`src/rtl/rggen_apb_bridge_if.sv`:
```
// ---------------------------------------------------------------------------
// rggen_rtl_pkg / rggen_bus_if
// Purpose : shared bus types and the rggen register bus interface used
//           between bus bridges (initiator) and the register block.
// Package : rggen_direction (RGGEN_READ/RGGEN_WRITE),
//           rggen_status (OKAY/EXOKAY/SLAVE_ERROR/DECODE_ERROR).
// Interface signals:
//   request       initiator -> target  transfer request, held until done
//   address       initiator -> target  byte address
//   direction     initiator -> target  read or write
//   write_data    initiator -> target  write data
//   write_strobe  initiator -> target  byte enables for writes
//   done          target -> initiator  one-cycle completion
//   read_data     target -> initiator  read data, valid with done
//   status        target -> initiator  response status, valid with done
// ---------------------------------------------------------------------------
package rggen_rtl_pkg;
  typedef enum logic {
    RGGEN_READ  = 1'b0,
    RGGEN_WRITE = 1'b1
  } rggen_direction;

  // Bit 1 set means an error response.
  typedef enum logic [1:0] {
    RGGEN_OKAY         = 2'b00,
    RGGEN_EXOKAY       = 2'b01,
    RGGEN_SLAVE_ERROR  = 2'b10,
    RGGEN_DECODE_ERROR = 2'b11
  } rggen_status;
endpackage

interface rggen_bus_if
  import rggen_rtl_pkg::*;
#(
  parameter int ADDRESS_WIDTH = 16,
  parameter int BUS_WIDTH     = 32
);
  logic                     request;
  logic [ADDRESS_WIDTH-1:0] address;
  rggen_direction           direction;
  logic [BUS_WIDTH-1:0]     write_data;
  logic [BUS_WIDTH/8-1:0]   write_strobe;
  logic                     done;
  logic [BUS_WIDTH-1:0]     read_data;
  rggen_status              status;

  modport master (
    output request, address, direction, write_data, write_strobe,
    input  done, read_data, status
  );

  modport slave (
    input  request, address, direction, write_data, write_strobe,
    output done, read_data, status
  );
endinterface

```
`src/rtl/rggen_apb_bridge.sv`:
```
// ---------------------------------------------------------------------------
// rggen_apb_bridge
// Purpose : APB slave to rggen bus master bridge. One APB transfer at a time
//           is captured, issued as a single rggen bus request, and the
//           register block's response is returned with a one-cycle pready.
// Optional: define RGGEN_APB_BRIDGE_TIMEOUT_EN to force an error response
//           after TIMEOUT_CYCLES request cycles without done.
// Ports   :
//   clk, rst_n                 clock, asynchronous active-low reset
//   psel, penable, paddr,
//   pwrite, pwdata, pstrb      APB request side
//   pready, prdata, pslverr    APB response side (prdata/pslverr are zero
//                              outside the pready cycle)
//   bus_if                     rggen_bus_if master port
// ---------------------------------------------------------------------------
module rggen_apb_bridge
  import rggen_rtl_pkg::*;
#(
  parameter int ADDRESS_WIDTH  = 16,
  parameter int DATA_WIDTH     = 32,
  parameter int TIMEOUT_CYCLES = 256
)(
  input  logic                    clk,
  input  logic                    rst_n,
  input  logic                    psel,
  input  logic                    penable,
  input  logic [ADDRESS_WIDTH-1:0] paddr,
  input  logic                    pwrite,
  input  logic [DATA_WIDTH-1:0]   pwdata,
  input  logic [DATA_WIDTH/8-1:0] pstrb,
  output logic                    pready,
  output logic [DATA_WIDTH-1:0]   prdata,
  output logic                    pslverr,
  rggen_bus_if.master             bus_if
);

  localparam int STRB_WIDTH = DATA_WIDTH / 8;

  typedef enum logic [1:0] {
    IDLE,
    BUSY,
    RESPONSE
  } state_e;

  state_e                  state_reg, state_next;
  logic [ADDRESS_WIDTH-1:0] address_reg, address_next;
  logic                    write_reg, write_next;
  logic [DATA_WIDTH-1:0]   write_data_reg, write_data_next;
  logic [STRB_WIDTH-1:0]   write_strobe_reg, write_strobe_next;
  logic                    pready_reg, pready_next;
  logic [DATA_WIDTH-1:0]   prdata_reg, prdata_next;
  logic                    pslverr_reg, pslverr_next;
  logic                    bus_error;

  // An invalid TIMEOUT_CYCLES shows up as this named scope in the hierarchy.
  if (TIMEOUT_CYCLES < 1) begin : g_invalid_timeout_cycles
  end

  // Error responses are the two status codes with bit 1 set.
  assign bus_error = bus_if.status inside {RGGEN_SLAVE_ERROR, RGGEN_DECODE_ERROR};

`ifdef RGGEN_APB_BRIDGE_TIMEOUT_EN
  localparam int COUNT_WIDTH = (TIMEOUT_CYCLES < 1) ? 1 : $clog2(TIMEOUT_CYCLES + 1);

  logic [COUNT_WIDTH-1:0] timeout_count_reg, timeout_count_next;
  logic                   timeout_hit;

  // The count is the number of BUSY cycles already spent without done, so
  // the request is held for exactly TIMEOUT_CYCLES cycles.
  assign timeout_hit = (timeout_count_reg == COUNT_WIDTH'(TIMEOUT_CYCLES - 1));

  always_ff @(posedge clk or negedge rst_n) begin
    if (!rst_n) begin
      timeout_count_reg <= '0;
    end else begin
      timeout_count_reg <= timeout_count_next;
    end
  end
`endif

  always_ff @(posedge clk or negedge rst_n) begin
    if (!rst_n) begin
      state_reg        <= IDLE;
      address_reg      <= '0;
      write_reg        <= 1'b0;
      write_data_reg   <= '0;
      write_strobe_reg <= '0;
      pready_reg       <= 1'b0;
      prdata_reg       <= '0;
      pslverr_reg      <= 1'b0;
    end else begin
      state_reg        <= state_next;
      address_reg      <= address_next;
      write_reg        <= write_next;
      write_data_reg   <= write_data_next;
      write_strobe_reg <= write_strobe_next;
      pready_reg       <= pready_next;
      prdata_reg       <= prdata_next;
      pslverr_reg      <= pslverr_next;
    end
  end

  always_comb begin
    state_next        = state_reg;
    address_next      = address_reg;
    write_next        = write_reg;
    write_data_next   = write_data_reg;
    write_strobe_next = write_strobe_reg;
    // Response registers are only non-zero for the single RESPONSE cycle.
    pready_next       = 1'b0;
    prdata_next       = '0;
    pslverr_next      = 1'b0;
`ifdef RGGEN_APB_BRIDGE_TIMEOUT_EN
    timeout_count_next = timeout_count_reg;
`endif

    case (state_reg)
      IDLE: begin
        // Capture on psel alone so the request starts right after setup;
        // penable is not needed to commit the transfer.
        if (psel) begin
          state_next        = BUSY;
          address_next      = paddr;
          write_next        = pwrite;
          write_data_next   = pwrite ? pwdata : '0;
          write_strobe_next = pwrite ? pstrb  : '0;
`ifdef RGGEN_APB_BRIDGE_TIMEOUT_EN
          timeout_count_next = '0;
`endif
        end
      end
      BUSY: begin
        // done has priority over a timeout landing in the same cycle.
        if (bus_if.done) begin
          state_next   = RESPONSE;
          pready_next  = 1'b1;
          prdata_next  = write_reg ? '0 : bus_if.read_data;
          pslverr_next = bus_error;
        end
`ifdef RGGEN_APB_BRIDGE_TIMEOUT_EN
        else if (timeout_hit) begin
          state_next   = RESPONSE;
          pready_next  = 1'b1;
          pslverr_next = 1'b1;
        end else begin
          timeout_count_next = timeout_count_reg + 1'b1;
        end
`endif
      end
      RESPONSE: begin
        state_next = IDLE;
      end
      default: begin
        state_next = IDLE;
      end
    endcase
  end

  // Request is decoded from state so the async reset clears it immediately.
  assign bus_if.request      = (state_reg == BUSY);
  assign bus_if.address      = address_reg;
  assign bus_if.direction    = write_reg ? RGGEN_WRITE : RGGEN_READ;
  assign bus_if.write_data   = write_data_reg;
  assign bus_if.write_strobe = write_strobe_reg;

  assign pready  = pready_reg;
  assign prdata  = prdata_reg;
  assign pslverr = pslverr_reg;

endmodule

```
`src/flat_wrapper.sv`:
```
// flat-port wrapper written by rule: the top's interface ports become plain ports
module rggen_apb_bridge_flat import rggen_rtl_pkg::*;
#(
  parameter int ADDRESS_WIDTH  = 16,
  parameter int DATA_WIDTH     = 32,
  parameter int TIMEOUT_CYCLES = 256
)
  (clk, rst_n, psel, penable, paddr, pwrite, pwdata, pstrb, pready, prdata, pslverr, bus_if_request, bus_if_address, bus_if_direction, bus_if_write_data, bus_if_write_strobe, bus_if_done, bus_if_read_data, bus_if_status);
  rggen_bus_if #(.ADDRESS_WIDTH(ADDRESS_WIDTH), .BUS_WIDTH((32))) bus_if_i ();
  input  logic clk;
  input  logic rst_n;
  input  logic psel;
  input  logic penable;
  input  logic [ADDRESS_WIDTH-1:0] paddr;
  input  logic pwrite;
  input  logic [DATA_WIDTH-1:0] pwdata;
  input  logic [DATA_WIDTH/8-1:0] pstrb;
  output logic pready;
  output logic [DATA_WIDTH-1:0] prdata;
  output logic pslverr;
  output wire logic [$bits(bus_if_i.request)-1:0] bus_if_request;
  output wire logic [$bits(bus_if_i.address)-1:0] bus_if_address;
  output wire logic [$bits(bus_if_i.direction)-1:0] bus_if_direction;
  output wire logic [$bits(bus_if_i.write_data)-1:0] bus_if_write_data;
  output wire logic [$bits(bus_if_i.write_strobe)-1:0] bus_if_write_strobe;
  input wire logic [$bits(bus_if_i.done)-1:0] bus_if_done;
  input wire logic [$bits(bus_if_i.read_data)-1:0] bus_if_read_data;
  input wire logic [$bits(bus_if_i.status)-1:0] bus_if_status;
  assign bus_if_request = bus_if_i.request;
  assign bus_if_address = bus_if_i.address;
  assign bus_if_direction = bus_if_i.direction;
  assign bus_if_write_data = bus_if_i.write_data;
  assign bus_if_write_strobe = bus_if_i.write_strobe;
  assign bus_if_i.done = bus_if_done;
  assign bus_if_i.read_data = bus_if_read_data;
  assign bus_if_i.status = bus_if_status;
  rggen_apb_bridge #(.ADDRESS_WIDTH(ADDRESS_WIDTH), .DATA_WIDTH(DATA_WIDTH), .TIMEOUT_CYCLES(TIMEOUT_CYCLES)) u_core (.clk(clk), .rst_n(rst_n), .psel(psel), .penable(penable), .paddr(paddr), .pwrite(pwrite), .pwdata(pwdata), .pstrb(pstrb), .pready(pready), .prdata(prdata), .pslverr(pslverr), .bus_if(bus_if_i));
endmodule
```
`config.mk`:
```
export PLATFORM = sky130hd
export DESIGN_NAME = rggen_apb_bridge_flat
export DESIGN_NICKNAME = d
export VERILOG_FILES = /design/src/rtl/rggen_apb_bridge_if.sv /design/src/rtl/rggen_apb_bridge.sv /design/src/flat_wrapper.sv
export SDC_FILE = /design/constraint.sdc
export NUM_CORES = 1
export LEC_CHECK = 0
export CORE_MARGIN = 3
export CORE_UTILIZATION = 28
export DETAILED_ROUTE_END_ITERATION = 8
export PLACE_DENSITY = 0.64
export SETUP_SLACK_MARGIN = 0.4
export SYNTH_ARGS = -nofsm -noshare
export SYNTH_HDL_FRONTEND = slang
export SYNTH_SLANG_ARGS = --single-unit
```
`constraint.sdc`:
```
create_clock -name clk -period 3.6 [get_ports clk]
set_input_delay 0.72 -clock clk [delete_from_list [all_inputs] [get_ports clk]]
set_output_delay 0.72 -clock clk [all_outputs]
set_load 0.02 [all_outputs]
```
## Word-level counts from Yosys, hierarchy flattened

Index checks and enable logic that the tools add are counted.

| storage, ports and cells | value |
|---|---|
| register bits after elaboration | 89 |
| logic and storage cells | 30 |

| cells by class | value |
|---|---|
| eq/ne operators | 5 |
| mux-type cells | 13 |
| reduce and logical (&&, ||, !) cells | 4 |

Operator list:

| cell | number |
|---|---|
| two-way mux 32 bit | 4 |
| two-way mux 1 bit | 5 |
| equality test 2 bit (second input constant) | 2 |
| two-way mux 2 bit | 2 |
| two-way mux 4 bit | 1 |
| one-hot mux 2 bit (2 select lines) | 1 |
| AND reduction 2 bit | 2 |
| equality test 2 x 1 -> 1 bit (second input constant) | 1 |
| logical NOT 2 bit | 1 |
| inequality test 2 x 1 -> 1 bit (second input constant) | 1 |
| inequality test 2 bit (second input constant) | 1 |
| nonzero test 2 bit | 1 |

## Depth between registers and ports, before layout

| depth | value |
|---|---|
| depth after elaboration | 4 |
| mapped depth | 4 |
| mapped depth without buffers | 2 |

## Least setup slack after synthesis

OpenSTA, ideal clock, no wires.

| timing path | value |
|---|---|
| path type | input port to flip-flop |
| start | input psel |
| end | register u_core.address_reg[10] (netlist: u_core.bus_if.address[10]) |
| path slack | 2.005 ns |
| arrival | 1.470 ns |
| cell stages on the path | 4 |
| buffers on the path | 2 |
| setup time | 0.125 ns |
| cell sequence | nor3b_2 > buf_6 > buf_12 > mux2_4 |

| between the ends | value |
|---|---|
| word-level cells in the longest chain between the ends | 1 |

RTL lines:

| element | RTL line | RTL |
|---|---|---|
| start, declared | flat_wrapper.sv:12 | `input logic psel;` |
| AND reduction 2 bit (no line) | n/a |  |
| end signal, assigned | rggen_apb_bridge.sv:93 | `address_reg <= address_next;` |
| end, declared | rggen_apb_bridge.sv:46 | `logic [ADDRESS_WIDTH-1:0] address_reg, address_next;` |

No other way between the ends.
A chain may end at the register's enable or synchronous reset.

## Final worst setup path

| timing path | value |
|---|---|
| start | register u_core.state_reg[0] |
| end | output bus_if_request |

| between the ends | value |
|---|---|
| word-level cells in the longest chain between the ends | 1 |

RTL lines:

| element | RTL line | RTL |
|---|---|---|
| start, declared | rggen_apb_bridge.sv:45 | `state_e state_reg, state_next;` |
| start signal, assigned | rggen_apb_bridge.sv:92 | `state_reg <= state_next;` |
| equality test 2 x 1 -> 1 bit | rggen_apb_bridge.sv:160 | `assign bus_if.request = (state_reg == BUSY);` |
| end, declared | flat_wrapper.sv:21 | `output wire logic [$bits(bus_if_i.request)-1:0] bus_if_request;` |

No other way between the ends.

==> impl_metrics.py <==
metrics = {
    "clock_tree": {
        "clkSinkCount": 89,
        "h-tree-depth": 3,
        "clk_latency_ps": 330,
        "cts_root_buf": "clkbuf_16",
        "cts_setup_buffers": 0,
        "clk_pin_slew_ps": 60,
        "clk_path_buf_depth": 2,
        "cts_tree": "done",
        "cts_buffers": 9,
        "postCtsHoldBufs": 0,
        "postCtsResizedCells": 0,
    },
    "layout": {
        "finalNetCount": 539,
        "stdcell_area_sq_um": 5740,
        "finish.utilization": 0.476,
        "diodes": 0,
        "drive_gt1_frac": 0.0885,
        "area_growth_pct": 64.9,
    },
    "yosys": {
        "synthArstFlopShare": 1.00,
        "ys.flop_type": "dfrtp_1",
        "synth.mux.area_fraction": 0.174,
        "synth_most_common_cell": "dfrtp_1",
        "synth-seq-cells": 89,
        "synth_cells": 268,
        "synth_nets": 360,
        "yosys.area_share.simple": 0.114,
        "synth_cell_type_count": 17,
        "ys_seq_area_frac": 0.640,
        "synth_top_area_frac": 0.640,
        "synth_top_family_by_area": "multiplexers",
        "ys_warn_count": 0,
        "postSynthAreaPerCell_sq_um": 13.0,
        "ys_top_cells_by_area": "dfrtp_1 (64%), mux2i_1 (10%), and2_1 (6.1%)",
        "syn_area_sq_um": 3480,
        "synth_commonest_cells": "dfrtp_1 (89), inv_1 (36), mux2i_1 (36), nand2_1 (36), and2_1 (34)",
        "synthAdderAreaFrac": 0,
        "synth_compound_area_frac": 0.00144,
        "synth-edff-count": 0,
        "synth_xor_area_frac": 0,
        "synth_top_cell_by_area": "dfrtp_1",
    },
    "run_status": {
        "status": "complete, no violations",
    },
    "drt": {
        "drt_iter0_drc": 34,
        "route.detailed.drc": 0,
        "routedWlPerCell_um": 13.7,
        "met1_length_um": 3580,
        "vias_per_cell": 4.05,
        "vias": 2511,
        "highest_layer": "met4",
        "drtPass1Iterations": 4,
        "ant_nets": 0,
        "wl_met3_um": 912,
        "wl_met2_um": 3890,
        "wl_um": 8520,
    },
    "die": {
        "dieArea_sq_um": 13800,
        "dieHeight_um": 118,
        "io_pins": 180,
        "rows": 40,
        "start_util": 0.289,
        "coreArea_sq_um": 12100,
        "die_w_um": 118,
    },
    "setup_path": {
        "critPathRequiredTime_ps": 2880,
        "path_cells": "nor2b_1 > clkdlybuf4s50_1",
        "cpPeakStageDelay_ps": 660,
        "cp.arrival_ps": 1690,
        "critical_path_class": "reg -> out",
        "cpMaxStageDelayCell": "clkdlybuf4s50_1",
        "endpoint_kind": "primary output",
        "worst-path-max-fanout": 5,
        "startpoint_type": "flop",
    },
    "sta": {
        "finalCriticalPeriod_ps": 2410,
        "hold_violations": 0,
        "setup_viol": 0,
        "fin_skew_ps": 5.23,
        "tightest_slew_ps": 859,
        "finalCritPeriodShare": 0.670,
        "slew-limit-headroom": 0.426,
        "final_max_slew_viol_count": 0,
        "grt_setup_unrepaired": "false",
        "finalSetupTns_ps": 0,
        "fmax_ghz": 0.415,
    },
    "placed_design": {
        "placed_area_sq_um": 5400,
        "hpwl_um": 6180,
        "port_buffers": 177,
        "routabilityCongestion": 0.699,
    },
    "global_routing": {
        "grt-ovfl-total": 0,
        "grt_first_pass_wirelength_um": 14200,
        "track_usage": 0.129,
        "grt_max_degree": 46,
        "antenna_found_initial": 0,
        "grt_pass1_vias": 2683,
    },
    "power": {
        "p_per_area_nw_per_um2": 653,
        "vdd_drop_max_v": 0.000311,
        "leakage_nw": 2.59,
    },
    "worst_hold_path": {
        "hold_class": "in -> async",
    },
    "flow_run": {
        "max_cap_viol_count": 0,
    },
}
==> critical path: cells and delay by family (launching register included) <==
family | cells | cell delay (ps)
buffers and inverters | 1 | 660
and+or+nand+nor | 1 | 270
DFF | 1 | 430
==> path summary, 6_finish.rpt <==
kind	startpoint	to	slack, ps	cells past startpoint
max	u_core.state_reg[0]	bus_if_request	1190	2
min	rst_n	u_core.bus_if.address[5]	380	1
max reg2reg	u_core.state_reg[0]	u_core.bus_if.address[0]	1920	3
min reg2reg	u_core.bus_if.address[2]	u_core.bus_if.address[2]	510	1
max in group asynchronous	rst_n	u_core.bus_if.write_data[2]	2530	2
min in group clk	u_core.bus_if.address[2]	u_core.bus_if.address[2]	510	1
==> cells by family after synthesis <==
kind of cell / Yosys count
muxes: 53
buffers and inverters: 49
AOI/OAI and AO/OA: 1
and+or+nand+nor: 76
DFF: 89
==> layout make-up <==
cell class	count	area (sq um)
Fill cell	1099	6320
Sequential cell	89	2230
Timing Repair Buffer	181	1810
Multi-Input combinational cell	130	1010
Clock buffer	10	239
Tap cell	168	210
Inverter	36	135
Clock inverter	6	105
==> placed cells by master, fill, tap and decap left out <==
cell,instances
and3_1,1
and4bb_2,1
inv_1,36
mux2i_1,36
a21oi_1,1
buf_4,4
clkdlybuf4s50_1,176
bufinv_16,3
nand2_1,36
nand2b_1,2
and2_1,34
nor3b_4,1
clkinv_2,3
buf_12,1
nor2b_1,1
mux2_2,3
mux2_4,14
clkbuf_16,9
dfrtp_1,89
clkbuf_8,1
==> per-stage QoR <==
step           hold WS [ps]  worst slack, ps  power [mW]  cells
6_report                385             1190        3.75    620
5_1_grt                 428             1100        3.95    620
4_1_cts                 400             1140        3.81    620
3_5_place_dp            493             1120        2.72    604
3_3_place_gp            491             1170        2.69    604
2_1_floorplan           424             2000        2.05    268
==> metal layers <==
metal / vias up / track usage
met5: - / 0
met4: 0 / 0.0505
met3: 12 / 0.0634
met2: 113 / 0.196
met1: 1199 / 0.158
li1: 1187 / -
==> where the power goes <==
group	internal [mW]	switching (mW)	total, mW
Sequential	1.24	0.123	1.36
Combinational	0.702	0.616	1.32
Clock	0.693	0.374	1.07
Total	2.63	1.11	3.75
(Power assumes the default switching activity.)
